[config.mk]
export PLATFORM = sky130hd
export DESIGN_NAME = countdown_timer
export DESIGN_NICKNAME = d
export VERILOG_FILES = /design/src/rtl/countdown_pkg.sv /design/src/rtl/bcd_down_digit.sv /design/src/rtl/countdown_timer.sv
export SDC_FILE = /design/constraint.sdc
export NUM_CORES = 1
export LEC_CHECK = 0
export CAP_MARGIN = 10
export CORE_ASPECT_RATIO = 1.25
export CORE_MARGIN = 5
export CORE_UTILIZATION = 35
export DETAILED_ROUTE_END_ITERATION = 8
export MAX_ROUTING_LAYER = met4
export PLACE_DENSITY = 0.6
export SYNTH_ARGS = -nofsm -noshare
export SYNTH_HDL_FRONTEND = slang
export SYNTH_SLANG_ARGS = --single-unit
[constraint.sdc]
create_clock -name clk -period 2 [get_ports clk]
set_input_delay 0.4 -clock clk [delete_from_list [all_inputs] [get_ports clk]]
set_output_delay 0.4 -clock clk [all_outputs]
set_load 0.1 [all_outputs]
[src/rtl/countdown_pkg.sv]
// Shared definitions for the BCD countdown timer: state encoding, digit limit
// and the per-digit clamp applied to load values.
package countdown_pkg;

  typedef enum logic [1:0] {
    IDLE = 2'd0,
    RUN  = 2'd1,
    DONE = 2'd2
  } state_t;

  localparam int BCD_MAX        = 9;
  localparam int DIGITS_DEFAULT = 2;

  // Non-decimal nibbles are forced to the largest BCD digit.
  function automatic logic [3:0] clamp_bcd(input logic [3:0] d);
    return (d > 4'(BCD_MAX)) ? 4'(BCD_MAX) : d;
  endfunction

endpackage

[src/rtl/bcd_down_digit.sv]
// One BCD down-counting digit; decrements when enabled and borrowed into,
// wrapping 0 -> 9 and passing the borrow on combinationally.
module bcd_down_digit
  import countdown_pkg::*;
(
  input  logic       clk,
  input  logic       reset,
  input  logic       load,
  input  logic [3:0] d,
  input  logic       enable,
  input  logic       borrow_in,
  output logic [3:0] q,
  output logic       borrow_out
);

  logic [3:0] r_q;

  always_ff @(posedge clk or posedge reset) begin
    if (reset) begin
      r_q <= '0;
    end else if (load) begin
      r_q <= d;
    end else if (enable && borrow_in) begin
      r_q <= (r_q == 4'd0) ? 4'(BCD_MAX) : r_q - 4'd1;
    end
  end

  assign q          = r_q;
  assign borrow_out = borrow_in && (r_q == 4'd0);

endmodule

[src/rtl/countdown_timer.sv]
// Cascaded BCD countdown timer with IDLE/RUN/DONE control and a one-cycle
// expired pulse. Define COUNTDOWN_AUTORELOAD_EN to restart from the last load value.
module countdown_timer
  import countdown_pkg::*;
#(
  parameter int DIGITS = DIGITS_DEFAULT
) (
  input  logic                clk,
  input  logic                reset,
  input  logic                start,
  input  logic                stop,
  input  logic                tick,
  input  logic [4*DIGITS-1:0] value,
  output logic [4*DIGITS-1:0] count,
  output logic                running,
  output logic                expired
);

  localparam logic [4*DIGITS-1:0] BCD_ONE = {{(4*DIGITS-1){1'b0}}, 1'b1};

  state_t              r_state;
  state_t              w_state_next;
  logic                r_running;
  logic                r_expired;
  logic                w_expire_next;
  logic                w_load;
  logic                w_dec;
  logic [4*DIGITS-1:0] w_load_data;
  logic [4*DIGITS-1:0] w_value_clamped;
  logic [4*DIGITS-1:0] w_q;
  logic [DIGITS:0]     w_borrow;
  logic                w_all_zero;
  logic                w_value_zero;
  logic                w_is_one;

`ifdef COUNTDOWN_AUTORELOAD_EN
  logic [4*DIGITS-1:0] r_reload;

  always_ff @(posedge clk or posedge reset) begin
    if (reset) begin
      r_reload <= '0;
    end else if (start) begin
      r_reload <= w_value_clamped;
    end
  end
`endif

  // Digit 0 always sees a borrow request; the final borrow_out means all digits are zero.
  assign w_borrow[0] = 1'b1;

  generate
    for (genvar gi = 0; gi < DIGITS; gi++) begin : g_digit
      assign w_value_clamped[4*gi +: 4] = clamp_bcd(value[4*gi +: 4]);

      bcd_down_digit u_digit (
        .clk        (clk),
        .reset      (reset),
        .load       (w_load),
        .d          (w_load_data[4*gi +: 4]),
        .enable     (w_dec),
        .borrow_in  (w_borrow[gi]),
        .q          (w_q[4*gi +: 4]),
        .borrow_out (w_borrow[gi+1])
      );
    end
  endgenerate

  assign w_all_zero   = w_borrow[DIGITS];
  assign w_value_zero = (value == '0);
  assign w_is_one     = (w_q == BCD_ONE);

  always_comb begin
    w_state_next  = r_state;
    w_load        = 1'b0;
    w_load_data   = w_value_clamped;
    w_dec         = 1'b0;
    w_expire_next = 1'b0;
    if (start) begin
      w_load = 1'b1;
      if (w_value_zero) begin
        w_state_next  = DONE;
        w_expire_next = 1'b1;
      end else begin
        w_state_next = RUN;
      end
    end else begin
      case (r_state)
        RUN: begin
          if (stop) begin
            w_state_next = IDLE;
          end else if (tick && !w_all_zero) begin
            w_dec = 1'b1;
            if (w_is_one) begin
              w_state_next  = DONE;
              w_expire_next = 1'b1;
            end
          end
        end
        DONE: begin
`ifdef COUNTDOWN_AUTORELOAD_EN
          if (r_reload != '0) begin
            w_load       = 1'b1;
            w_load_data  = r_reload;
            w_state_next = RUN;
          end
`endif
        end
        default: begin
        end
      endcase
    end
  end

  always_ff @(posedge clk or posedge reset) begin
    if (reset) begin
      r_state   <= IDLE;
      r_running <= 1'b0;
      r_expired <= 1'b0;
    end else begin
      r_state   <= w_state_next;
      r_running <= (w_state_next == RUN);
      r_expired <= w_expire_next;
    end
  end

  assign count   = w_q;
  assign running = r_running;
  assign expired = r_expired;

endmodule

Word-level counts from Yosys, hierarchy flattened
Index checks and enable logic that the tools add are counted.
Widths: inputs -> output; s select.
Word-level totals
  bits in registers: 12
  word-level logic and storage cells: 46
Cells by class
  $add $sub $neg: 2
  order comparisons: 2
  eq/ne operators: 3
  multiplexer cells: 25
  reductions and logical operators: 9
Operator list (number)
  $mux 4: 8
  $mux 2: 6
  $mux 1: 11
  $eq 8x1->1 const B: 1
  $gt 4x4->1 const B: 2
  $logic_not 4->1: 2
  $logic_not 8->1: 1
  $sub 4x1->4 const B: 2
  $eq 2x1->1 const B: 2
  $reduce_bool 2->1: 2
  $logic_and 1x1->1: 3
  $logic_not 1->1: 1

Depth between registers and ports, before layout
  word-level depth: 11
  depth in mapped cells: 5
  mapped depth without buffers: 4

Hierarchy
From an unflattened synthesis, not the netlist that was laid out.
Second synthesis, totals
  cells, all modules: 88
  area, all modules: 819.5 µm²
Modules (own cells, without submodules)
  bcd_down_digit: instances 2, cells an instance 26, area each 242.7 µm², sequential area each 100.1 µm²
  countdown_timer: instances 1, cells an instance 36, area each 334.1 µm², sequential area each 100.1 µm²

Worst setup path before layout
OpenSTA, ideal clock, no wires.
  kind: reg2reg
  start: register g_digit[0].u_digit.r_q[0]
  end: register g_digit[1].u_digit.r_q[1]
  arrival: 1916 ps
  slack: -52 ps
  stages on the path, launching flop included: 5
  buffers on the path: 0
  period minus slack after synthesis: 2052 ps
  path through: dfrtp_1 or4_4 nor3_4 mux2i_1 o22ai_1
On the way
  cells in the longest elaborated chain, start to end: 10
Ends and longest elaborated chain
  start: declaration: line bcd_down_digit.sv:16  | logic [3:0] r_q;
  start signal: assignment: line bcd_down_digit.sv:24  | r_q <= (r_q == 4'd0) ? 4'(BCD_MAX) : r_q - 4'd1;
  $logic_not 4->1 (*): line bcd_down_digit.sv:29  | assign borrow_out = borrow_in && (r_q == 4'd0);
  $logic_and 1x1->1: line bcd_down_digit.sv:29
  $logic_not 1->1: line countdown_timer.sv:91  | end else if (tick && !w_all_zero) begin
  $logic_and 1x1->1: line countdown_timer.sv:91
  $mux 1: line countdown_timer.sv:91
  $mux 1: line countdown_timer.sv:89  | if (stop) begin
  $mux 1: line countdown_timer.sv:87  | case (r_state)
  $mux 1: line countdown_timer.sv:78  | if (start) begin
  $logic_and 1x1->1 (*): line bcd_down_digit.sv:23  | end else if (enable && borrow_in) begin
  $reduce_bool 2->1 (no source line) (*)
  end signal: assignment: line bcd_down_digit.sv:24
  end: declaration: line bcd_down_digit.sv:16
Mark *: on every way between the ends. The rest lies on a longest branch, timed or not.
A chain may end at the register's enable or synchronous reset.

Worst setup path after layout
Same ends and word-level chain as after synthesis.

==> run metrics <==
crit path DAT=1820 ps; Max Slew Vio Count=0; routed wire length=1.62 mm; FFs w/ async S/R, synth=100%; Post-Syn Instances=75; critical setup path kind=reg -> reg; Post-CTS Setup Inserts=0; Port Buffers=22; Die X=50.6 µm; RSZ-0062 raised after global routing=no; Max clock buf depth=2; Setup TNS=0 ps; Initial Utilization=between 30% and 40%; final worst setup slack=between 300 and 400 ps; worst clock skew=6.57 ps; final hold violations=0; routed vias/inst=5.44; Final Instance Count excl. Fillers=121; DRT Pass-1 Iters=4; slew margin rel.=a little under three quarters; first-pass GRT wire length=around 2.8 mm; die area=about 3100 µm²; vias in the first global route=641; Inserted Diodes=0; Max VDD drop=0.383 mV; Clock Latency Late Sink=260 ps; core footprint=1980 µm²; largest net degree at the start of global routing=17; pwr/cell area=706 nW/µm²; placed cell count=117; ys flop type=dfrtp_1; leading area contributor after synthesis=dfrtp_1; drt wl/cell=13.4 µm; Worst R2R Setup Slack=320 ps; post-synthesis sequential area ratio=41.7%; Min Clock Period, post-route=1680 ps; Final nets=115; CTS sink cnt=12; EDFF count, synth=0; Post-Syn Area=721 µm²; Hold WC Path Type=in -> async; type of origin of the critical path=register; post-synth top area share=around two fifths; syn_area_per_cell=9.61 µm²; worst-margin pin slew=432 ps; DRT antenna net count=0; DR vias=658; antenna violations before repair=0; CTS root buf=clkbuf_4; placed inst area=1020 µm²; Post-Syn Nets=88; fin area=between 1000 and 1500 µm²; Leak=0.424 nW; hold-fix buffers at CTS=0; max-cap violation count=0; Yosys cell types=34; Routability Congestion=a little under 0.8; share of layout cells above drive strength 1=about a quarter; part of the cycle the worst path needs=83.8%; GRT Util Overall=12.2%; # DRC=0; status=finished, final reports clean; H-tree lvl count=1; CP Max Fanout=8; most frequent cells in the layout=12 x clkdlybuf4s50_1, 9 x dfrtp_1, 8 x nor2_1, 8 x buf_4; gr ovfl total=0; CP Capture Type=register; Ports=23; Area growth syn-to-layout=44.8%; YS warnings=0; hold slack final=423 ps; post-cts sizing count=0; clk slew on worst S/H paths=70 ps; DR iter-0 viols=6; HPWL after detailed placement=between 1 and 1.5 mm; CTS tree=built; FF+latch count, synth=12; commonest non-fill, non-tap cell in the layout=clkdlybuf4s50_1; ranking of synthesized cells by area=dfrtp_1 42%, mux2i_1 6.9%, nor2_1 4.2%, o21ai_0 3.5%, nor4_4 3.0%; Data required, critical path=2140 ps; CTS buffer count=3; pre-CTS setup slack=~79 ps; Die H=60.7 µm; Setup-failing EPs final=0; num rows=18; Fmax=roughly 600 MHz
==> per-layer routing <==
metal	wire length (µm)	track usage [%]
met5	0	-
met3	119	1.72
met2	820	20.2
met1	657	14.3
met4	19	6.57
==> worst paths after layout <==
check	start	endpoint	cells past startpoint
hold / removal	reset	r_state[1]$_DFF_PP0_	2
min in group clk	r_state[1]$_DFF_PP0_	expired$_DFF_PP0_	1
setup reg to reg	g_digit[0].u_digit.q[0]$_DFFE_PP0P_	g_digit[1].u_digit.q[1]$_DFFE_PP0P_	4
hold reg to reg	r_state[1]$_DFF_PP0_	expired$_DFF_PP0_	1
setup / recovery	g_digit[0].u_digit.q[0]$_DFFE_PP0P_	g_digit[1].u_digit.q[1]$_DFFE_PP0P_	4
max in group asynchronous	reset	g_digit[0].u_digit.q[0]$_DFFE_PP0P_	2
==> worst max-delay path: stages (launching register included) <==
cell and delay (ps):
dfrtp_2 470, or4_4 570, nor3_4 170, mux2i_1 240, o22ai_1 100
==> sequential cells by signal, indices dropped and copies added (netlist names) <==
signal             cells
expired                1
g_digit.u_digit.q      8
running                1
r_state                2
==> Yosys cell counts, types with 2 or more instances <==
cell type and n:
a211oi_1 2, a21oi_1 2, clkbuf_1 2, dfrtp_1 12
inv_1 4, mux2i_1 5, nand2_1 4, nand3b_1 2
nor2_1 8, nor2b_1 2, nor3_1 3, nor4_1 2
o21a_1 2, o21ai_0 5
==> power breakdown <==
group / leakage [nW] / internal [W] / switching [W]
Clock: 0.0150 / 0.0000771 / 0.0000725
Sequential: 0.144 / 0.000262 / 0.0000351
Combinational: 0.265 / 0.000106 / 0.000184
Total: 0.424 / 0.000446 / 0.000291
==> area by class of cell <==
class                   instances  area, µm²
well taps                      20       25.0
repair buffers                 25        280
multi-input cells              56        393
clock buffers                   4       26.3
fillers                       199        938
flip-flops and latches         12        304
inverters                       4       15.0
==> through the flow <==
stage               total power [W]  util, %
floorplan                  0.000486        -
global placement           0.000593     51.3
detailed placement         0.000595     51.3
CTS                        0.000746     52.7
global route               0.000774     52.7
finish                     0.000737     52.7
==> logic make-up after synthesis <==
family / Yosys count / share of synthesized area [%]
buffers and inverters: 7 / 3.82
AO/OA/AOI/OAI: 20 / 19.1
AND/OR/NAND/NOR: 31 / 28.5
multiplexers: 5 / 6.94
flip-flops: 12 / 41.7
Note: power is estimated with default switching activity, not from simulation.
